===== config.mk =====
export PLATFORM = sky130hd
export DESIGN_NAME = resonator_dds_cmul_rnd
export DESIGN_NICKNAME = d
export VERILOG_FILES = /design/src/rtl/resonator_dds_cmul_rnd.sv
export SDC_FILE = /design/constraint.sdc
export NUM_CORES = 2
export LEC_CHECK = 0
export ABC_AREA = 0
export CAP_MARGIN = 20
export CORE_MARGIN = 10
export CORE_UTILIZATION = 40
export CTS_CLUSTER_SIZE = 25
export DETAILED_ROUTE_END_ITERATION = 12
export GPL_ROUTABILITY_DRIVEN = 0
export PLACE_DENSITY = 0.66
export SYNTH_ARGS = -nofsm -noshare
export SYNTH_HDL_FRONTEND = slang
export SYNTH_SLANG_ARGS = --single-unit

===== constraint.sdc =====
create_clock -name clk -period 8.8 [get_ports clk]
set_clock_uncertainty 0.15 [all_clocks]
set_input_delay 0.88 -clock clk [delete_from_list [all_inputs] [get_ports clk]]
set_output_delay 0.88 -clock clk [all_outputs]
set_load 0.02 [all_outputs]

===== src/rtl/resonator_dds_cmul_rnd.sv =====
// -----------------------------------------------------------------------------
// resonator_dds_cmul_rnd
//   Pipelined complex multiplier P = A * B with selectable rounding, arithmetic
//   right shift, output saturation and overflow reporting.
//
//   Pipeline (each stage advances only when ce = 1):
//     1  input registers
//     2  four partial products
//     3  real difference / imaginary sum (full precision, A_WIDTH+B_WIDTH+1)
//     4  rounding add (one extra guard bit) + arithmetic shift by SHIFT
//     5  saturation to OUT_WIDTH, overflow flag, output register
//     6..LATENCY  pure delay of the stage-5 results
//
// Ports
//   clk         single clock, rising edge
//   reset_n     asynchronous active-low reset
//   ce          clock enable for every pipeline register
//   in_valid    qualifies a_re/a_im/b_re/b_im
//   a_re, a_im  signed operand A (A_WIDTH each)
//   b_re, b_im  signed operand B (B_WIDTH each)
//   clr_ovf     clears ovf_sticky (acts even when ce = 0)
//   out_valid   qualifies p_re/p_im/ovf
//   p_re, p_im  rounded, saturated product (OUT_WIDTH each)
//   ovf         either component of the current output clipped
//   ovf_sticky  OR of all ovf pulses since the last clear
//
// ROUND_MODE: 0 = floor, 1 = round half up, 2 = round half to even.
// SHIFT = 0 passes the full-precision value straight to saturation.
// -----------------------------------------------------------------------------
module resonator_dds_cmul_rnd #(
  parameter int A_WIDTH    = 16,
  parameter int B_WIDTH    = 16,
  parameter int OUT_WIDTH  = 16,
  parameter int SHIFT      = 15,
  parameter int ROUND_MODE = 1,
  parameter int LATENCY    = 5
) (
  input  logic                        clk,
  input  logic                        reset_n,
  input  logic                        ce,
  input  logic                        in_valid,
  input  logic signed [A_WIDTH-1:0]   a_re,
  input  logic signed [A_WIDTH-1:0]   a_im,
  input  logic signed [B_WIDTH-1:0]   b_re,
  input  logic signed [B_WIDTH-1:0]   b_im,
  input  logic                        clr_ovf,
  output logic                        out_valid,
  output logic signed [OUT_WIDTH-1:0] p_re,
  output logic signed [OUT_WIDTH-1:0] p_im,
  output logic                        ovf,
  output logic                        ovf_sticky
);

  localparam int PW = A_WIDTH + B_WIDTH;                           // one product
  localparam int FW = PW + 1;                                      // sum of two products
  localparam int RW = FW + 1;                                      // rounding adder
  localparam int SW = ((RW > OUT_WIDTH) ? RW : OUT_WIDTH) + 1;     // saturation compare
  localparam int ND = LATENCY - 4;                                 // stage 5 + delay stages

  localparam logic signed [RW-1:0] ONE  = {{(RW-1){1'b0}}, 1'b1};
  // Discarded-bit mask and the half-LSB weight; both collapse to 0 for SHIFT = 0.
  localparam logic signed [RW-1:0] MASK = (ONE << SHIFT) - ONE;
  localparam logic signed [RW-1:0] HALF = (ONE << SHIFT) >> 1;

  localparam logic signed [SW-1:0] SONE    = {{(SW-1){1'b0}}, 1'b1};
  localparam logic signed [SW-1:0] SAT_MAX = (SONE << (OUT_WIDTH-1)) - SONE;
  localparam logic signed [SW-1:0] SAT_MIN = ~SAT_MAX;

  typedef struct packed {
    logic                        clip;
    logic signed [OUT_WIDTH-1:0] val;
  } sat_t;

  // Rounding add + arithmetic shift. The add runs one bit wider than the
  // full-precision value so it can never wrap.
  function automatic logic signed [RW-1:0] round_shift(input logic signed [FW-1:0] x);
    logic signed [RW-1:0] xw;
    logic signed [RW-1:0] addend;
    xw     = RW'(x);
    addend = '0;
    if (SHIFT != 0) begin
      if (ROUND_MODE == 1) begin
        addend = HALF;
      end else if (ROUND_MODE == 2) begin
        // Exact tie with an even retained LSB: stop just short of the carry.
        if (((xw & MASK) == HALF) && !xw[SHIFT]) addend = HALF - ONE;
        else                                      addend = HALF;
      end
    end
    return (xw + addend) >>> SHIFT;
  endfunction

  function automatic sat_t saturate(input logic signed [RW-1:0] z);
    sat_t                 r;
    logic signed [SW-1:0] zs;
    zs = SW'(z);
    if (zs > SAT_MAX) begin
      r.clip = 1'b1;
      r.val  = OUT_WIDTH'(SAT_MAX);
    end else if (zs < SAT_MIN) begin
      r.clip = 1'b1;
      r.val  = OUT_WIDTH'(SAT_MIN);
    end else begin
      r.clip = 1'b0;
      r.val  = OUT_WIDTH'(zs);
    end
    return r;
  endfunction

  // Valid shift register: vld[n-1] travels with the data held in stage n.
  logic [LATENCY-1:0] vld;

  logic signed [A_WIDTH-1:0] s1_a_re, s1_a_im;
  logic signed [B_WIDTH-1:0] s1_b_re, s1_b_im;
  logic signed [PW-1:0]      pp_rr, pp_ii, pp_ri, pp_ir;
  logic signed [FW-1:0]      s3_re, s3_im;
  logic signed [RW-1:0]      s4_re, s4_im;

  logic signed [OUT_WIDTH-1:0] q_re  [ND];
  logic signed [OUT_WIDTH-1:0] q_im  [ND];
  logic                        q_ovf [ND];

  sat_t sat_re, sat_im;

  assign sat_re = saturate(s4_re);
  assign sat_im = saturate(s4_im);

  // NOTE: state is updated with non-blocking assignments so every stage
  // samples the previous stage's value from before the clock edge.
  always_ff @(posedge clk or negedge reset_n) begin
    if (!reset_n) begin
      vld     <= '0;
      s1_a_re <= '0;
      s1_a_im <= '0;
      s1_b_re <= '0;
      s1_b_im <= '0;
      pp_rr   <= '0;
      pp_ii   <= '0;
      pp_ri   <= '0;
      pp_ir   <= '0;
      s3_re   <= '0;
      s3_im   <= '0;
      s4_re   <= '0;
      s4_im   <= '0;
    end else if (ce) begin
      vld     <= {vld[LATENCY-2:0], in_valid};
      s1_a_re <= a_re;
      s1_a_im <= a_im;
      s1_b_re <= b_re;
      s1_b_im <= b_im;
      pp_rr   <= PW'(s1_a_re) * PW'(s1_b_re);
      pp_ii   <= PW'(s1_a_im) * PW'(s1_b_im);
      pp_ri   <= PW'(s1_a_re) * PW'(s1_b_im);
      pp_ir   <= PW'(s1_a_im) * PW'(s1_b_re);
      s3_re   <= FW'(pp_rr) - FW'(pp_ii);
      s3_im   <= FW'(pp_ri) + FW'(pp_ir);
      s4_re   <= round_shift(s3_re);
      s4_im   <= round_shift(s3_im);
    end
  end

  // Stage 5 and the trailing delay stages.
  // NOTE: the delay line is a small register array, not a RAM, so each entry
  // is cleared on reset like any other flop.
  always_ff @(posedge clk or negedge reset_n) begin
    if (!reset_n) begin
      for (int i = 0; i < ND; i++) begin
        q_re[i]  <= '0;
        q_im[i]  <= '0;
        q_ovf[i] <= 1'b0;
      end
    end else if (ce) begin
      q_re[0]  <= sat_re.val;
      q_im[0]  <= sat_im.val;
      // Overflow only counts for a real sample (stage-4 valid).
      q_ovf[0] <= (sat_re.clip | sat_im.clip) & vld[3];
      for (int i = 1; i < ND; i++) begin
        q_re[i]  <= q_re[i-1];
        q_im[i]  <= q_im[i-1];
        q_ovf[i] <= q_ovf[i-1];
      end
    end
  end

  assign out_valid = vld[LATENCY-1];
  assign p_re      = q_re[ND-1];
  assign p_im      = q_im[ND-1];
  assign ovf       = q_ovf[ND-1];

  // Set (observed overflow while advancing) has priority over clear; the
  // clear itself does not wait for ce.
  always_ff @(posedge clk or negedge reset_n) begin
    if (!reset_n)                      ovf_sticky <= 1'b0;
    else if (ce && out_valid && ovf)   ovf_sticky <= 1'b1;
    else if (clr_ovf)                  ovf_sticky <= 1'b0;
  end

endmodule

==> results <==
- The clock edge transition at the registers on the reported setup and hold paths is 70 ps.
- The number of rows in the core area is 133.
- The total placed instance area is about 56000 sq um.
- The area occupied by registers is 7682 sq um.
- The required time at the worst-slack endpoint is 9110 ps.
- TritonCTS created 44 clock buffers.
- In this run the worst setup path terminates at pp_ii[31].
- Relative to the synthesized area, the layout overhead comes to 8.971%.
- The TritonCTS clock tree is done.
- The floorplan step set the die height to 384.1 um.
- The kind of path behind the tightest hold check is primary input to async pin.
- Summing the areas of all xor and xnor instances in the mapped netlist gives 3.387% of the synthesized area.
- In the final routed layout, each cell accounts on average for 18.75 um.
- The critical path starts at s1_b_im[1].
- The number of antenna violations at the first check in global routing came to 7.
- The pin count of the biggest net entering global routing is 160.
- The number of nets in the synthesized netlist is about 7000.
- The final-report setup violation count is 0.
- The cell with the most instances on the worst path is fa_1.
- The final instance area is ~58000 sq um.
- The cell area after technology mapping is 53020 sq um.
- The final cell count without fillers is 7296.
- The fraction of synthesis flops using an asynchronous set or reset pin is 100.0%.
- The critical path class is flip-flop to flip-flop.
- The clock latency of the later-clocked register in the worst-skew pair is 630 ps.
- The floorplan die area is 147500 sq um.
- The area inside the core boundary is 131600 sq um.
- After synthesis, the largest family of logic cells by area is adder cells.
- The number of clock sinks is 307.
- The maximum buffer depth of the clock tree is 3.
- For the worst flop-to-flop path, the logic depth is 21.
- The distinct cell type count of the synthesized netlist is 72.
- The worst-path cell with the longest stage delay is nor4_1.
- The instance count of the mapped netlist is 5501.
- Setup repair after global routing left no endpoint under its margin.
- The count of port buffers added during placement is approximately 100.
- Subtracting the final worst setup slack from the clock period gives 7925 ps.
- The total area of multi-input combinational cells is 39970 sq um.
- In the synthesized netlist, mux cells make up 3.804% of the area.
- After layout, the worst path uses 90.06% of the clock period.
- Traced cell by cell, the critical path runs through buf_4 > nand2_1 > fa_1 > fa_1 > fa_1 > inv_1 > fa_1 > fa_1 > inv_1 > fa_1 > inv_1 > ha_1 > and3_1 > nand3_1 > nor4_1 > o21ai_0 > a31oi_1 > o21ai_1 > a21oi_1 > xnor2_1 > a21oi_1.
- Among all flip-flop cells after synthesis, the most frequent one is dfrtp_1.
- The critical path startpoint category is a flip-flop.
- The worst register-to-register path begins at s1_b_im[1].
- The via count of the first global-routing pass is slightly above 40000.
- The category of the worst setup path capture point is a flip-flop.
- The detail route stage leaves a number of antenna-violating nets equal to 0.
- In this run, post-CTS hold repair placed 0 buffers.
- The total iterations of the first detailed-routing run is 9.
- The overall overflow remaining after global route is 0.
- For this run, the slowest stage of the critical path takes 1060 ps.
- The tool flagged a number of max-cap violations equal to 0.
- The count of pins over their slew limit is 0.
- Summing the areas of all and, or, nand and nor instances in the mapped netlist gives a little over an eighth of the synthesized area.
- The initial detailed-routing violation count is 2331.
- After detailed routing, the number of remaining DRC violations is 0.
- Yosys mapped a number of flops with a built-in enable equal to 0.
- The number of filler instances in the final layout is 12590.
- The synthesized netlist devotes 6.028% of its cell area to compound gates.
- The routed via count divided by cell count is 5.084.
- The width of the die is between 300 and 400 um.
- The endpoint identified for the worst register-to-register timing path is pp_ii[31].
- For the pin with the worst max-slew slack, the measured transition is 1233 ps.
- The number of primary I/O pins is 104.
- The detailed placer's ending HPWL is 108.2 mm.
- In this run the number of H-tree levels came out at 2.
- CTS placed an instance of clkbuf_16 at the clock tree root.
- The hold violation total from the final report is 0.
- Of all nets on the critical path, the largest fanout is 21.
- Summing the sequential cell areas from Yosys gives 14.49% of the chip area.
- The buffer count from post-CTS setup fixing is 0.
- The post-synthesis sequential element count is 307.
- Summing over every cut layer, the via total after detailed routing is 37100.
- Averaged over all synthesized cells, the footprint is 9.637 sq um.
- The slack of the worst reg-to-reg path is roughly 870 ps.
- The overall routed net length is 136.8 mm.
- The initial standard-cell utilization of the core is 40.28%.
- Global routing consumed, over all layers together, around a fifth of the routing resources.
- The first-pass GRT wire length is 227.2 mm.
- Data arrives at the worst endpoint at between 8000 and 9000 ps.
- The worst pin sits at a relative slew slack of between 10% and 20%.
- After detailed placement, the design holds a cell count of 7214.
- After Yosys synthesis, full adders, half adders and majority gates account for between 40% and 50% of the synthesized area.
- The run finished with clean final reports.
- The maximum clock rate is approximately 130 MHz.
- The count of nets after finishing is 7019.
- Of the cells placed in the final design, the portion with a size suffix greater than 1 is 6.588%.
- The number of gates resized after CTS was 0.
- During synthesis, Yosys emitted a total of 0 warnings.
- After routing, the total negative slack on setup checks comes to 0 ps.
cells by family after synthesis:
logic type | Yosys count
flops | 307
mux | 180
buf+inv | 1428
fa+ha+maj | 1440
xor+xnor | 205
simple gates | 1451
compound gates | 490
how the worst min path moves through the flow:
stage | to | cells after the start
after floorplan | pp_ii[12] | 1
after global placement | pp_ii[12] | 1
after detailed placement | p_re[3] | 1
after CTS | ovf | 1
after global routing | vld[4] | 1
final | ovf | 1
stage by stage:
stage	setup slack [ps]	hold WS [ps]	utilization, %
2_1_floorplan	2368	299.6	-
3_3_place_gp	1261	318.2	42.63
3_5_place_dp	1122	324.6	42.63
4_1_cts	1117	145.9	43.80
5_1_grt	787.4	166.2	43.89
6_report	874.5	126.5	43.89
state kept, by name, indices dropped and copies added (netlist names):
| name | flops |
|---|---|
| s3_re | 19 |
| pp_rr | 32 |
| ovf_sticky | 1 |
| pp_ri | 32 |
| s3_im | 19 |
| pp_ir | 32 |
| s1_a_re | 16 |
| p_im | 16 |
| ovf | 1 |
| s1_a_im | 16 |
| vld | 5 |
| s1_b_im | 16 |
| p_re | 16 |
| s1_b_re | 16 |
| s4_im | 19 |
| s4_re | 19 |
| pp_ii | 32 |
critical path: cells and delay by family, from the launching register on:
family,cells,cell delay [ps]
AO/OA/AOI/OAI,5,960
AND/OR/NAND/NOR,4,1520
XOR/XNOR,1,140
adder cells (fa/ha/maj),7,3410
flip-flops,1,1050
buffers and inverters,4,510
synth_stat cells, types with 12 or more instances:
| cell type | n | area (sq um) |
|---|---|---|
| nor2b_1 | 13 | 81.33 |
| o21bai_1 | 12 | 90.09 |
| a31oi_1 | 18 | 112.6 |
| mux2_2 | 172 | 1937 |
| a21oi_1 | 156 | 780.8 |
| o21ai_1 | 19 | 95.09 |
| xnor2_1 | 145 | 1270 |
| xor2_1 | 60 | 525.5 |
| clkbuf_1 | 240 | 900.9 |
| a211oi_1 | 14 | 105.1 |
| ha_1 | 392 | 4905 |
| and3_1 | 15 | 93.84 |
| inv_1 | 1180 | 4429 |
| o21a_1 | 17 | 127.6 |
| nor3_1 | 22 | 110.1 |
| nand2b_1 | 35 | 219.0 |
| dfrtp_1 | 307 | 7682 |
| o21ai_0 | 71 | 355.3 |
| fa_1 | 1048 | 20980 |
| o2bb2ai_1 | 35 | 306.5 |
| nand4_1 | 16 | 100.1 |
| nor2_1 | 192 | 720.7 |
| nand2_1 | 584 | 2192 |
| nand3_1 | 50 | 250.2 |
| and2_1 | 490 | 3065 |
| a21o_1 | 76 | 570.6 |
layout by cell type, fill, tap and decap left out, drive strengths merged, types with 9 or more instances in the layout:
cell	synthesis	final
o21bai	12	12
clkdlybuf4s50	0	101
xnor2	145	145
a21oi	157	157
a31oi	19	19
nor2	192	192
o21ai	91	91
nand4	16	16
a21o	76	76
nand2b	35	35
ha	392	392
nor3	22	22
nor2b	13	13
o2bb2ai	35	35
o31ai	9	9
inv	1180	1181
clkbuf	240	58
and3	15	15
o211ai	9	9
fa	1048	1048
and2	491	491
mux2	172	172
nand2	584	584
dfrtp	307	307
clkinv	2	10
o21a	17	17
a211oi	16	16
nand3	50	50
xor2	60	60
buf	6	108
layer usage:
metal	vias up	routed length [um]	track usage (%)
met5	-	42	0
met4	6	5898	7.298
met3	238	8317	3.165
met2	1036	66000	32.82
met1	19160	56550	24.60
li1	16650	-	-
cell type report:
cell class	instances	area share, %
clock buffer	58	2.120
clock inverter	18	0.5436
sequential	307	13.30
tap	1755	3.801
inverter	1182	7.680
timing repair buffer	209	3.361
antenna	1	0.004332
multi-input combinational	3766	69.19
Power is not shown: default switching activity piles up to over one toggle a cycle in this logic, so the estimate is an artifact.
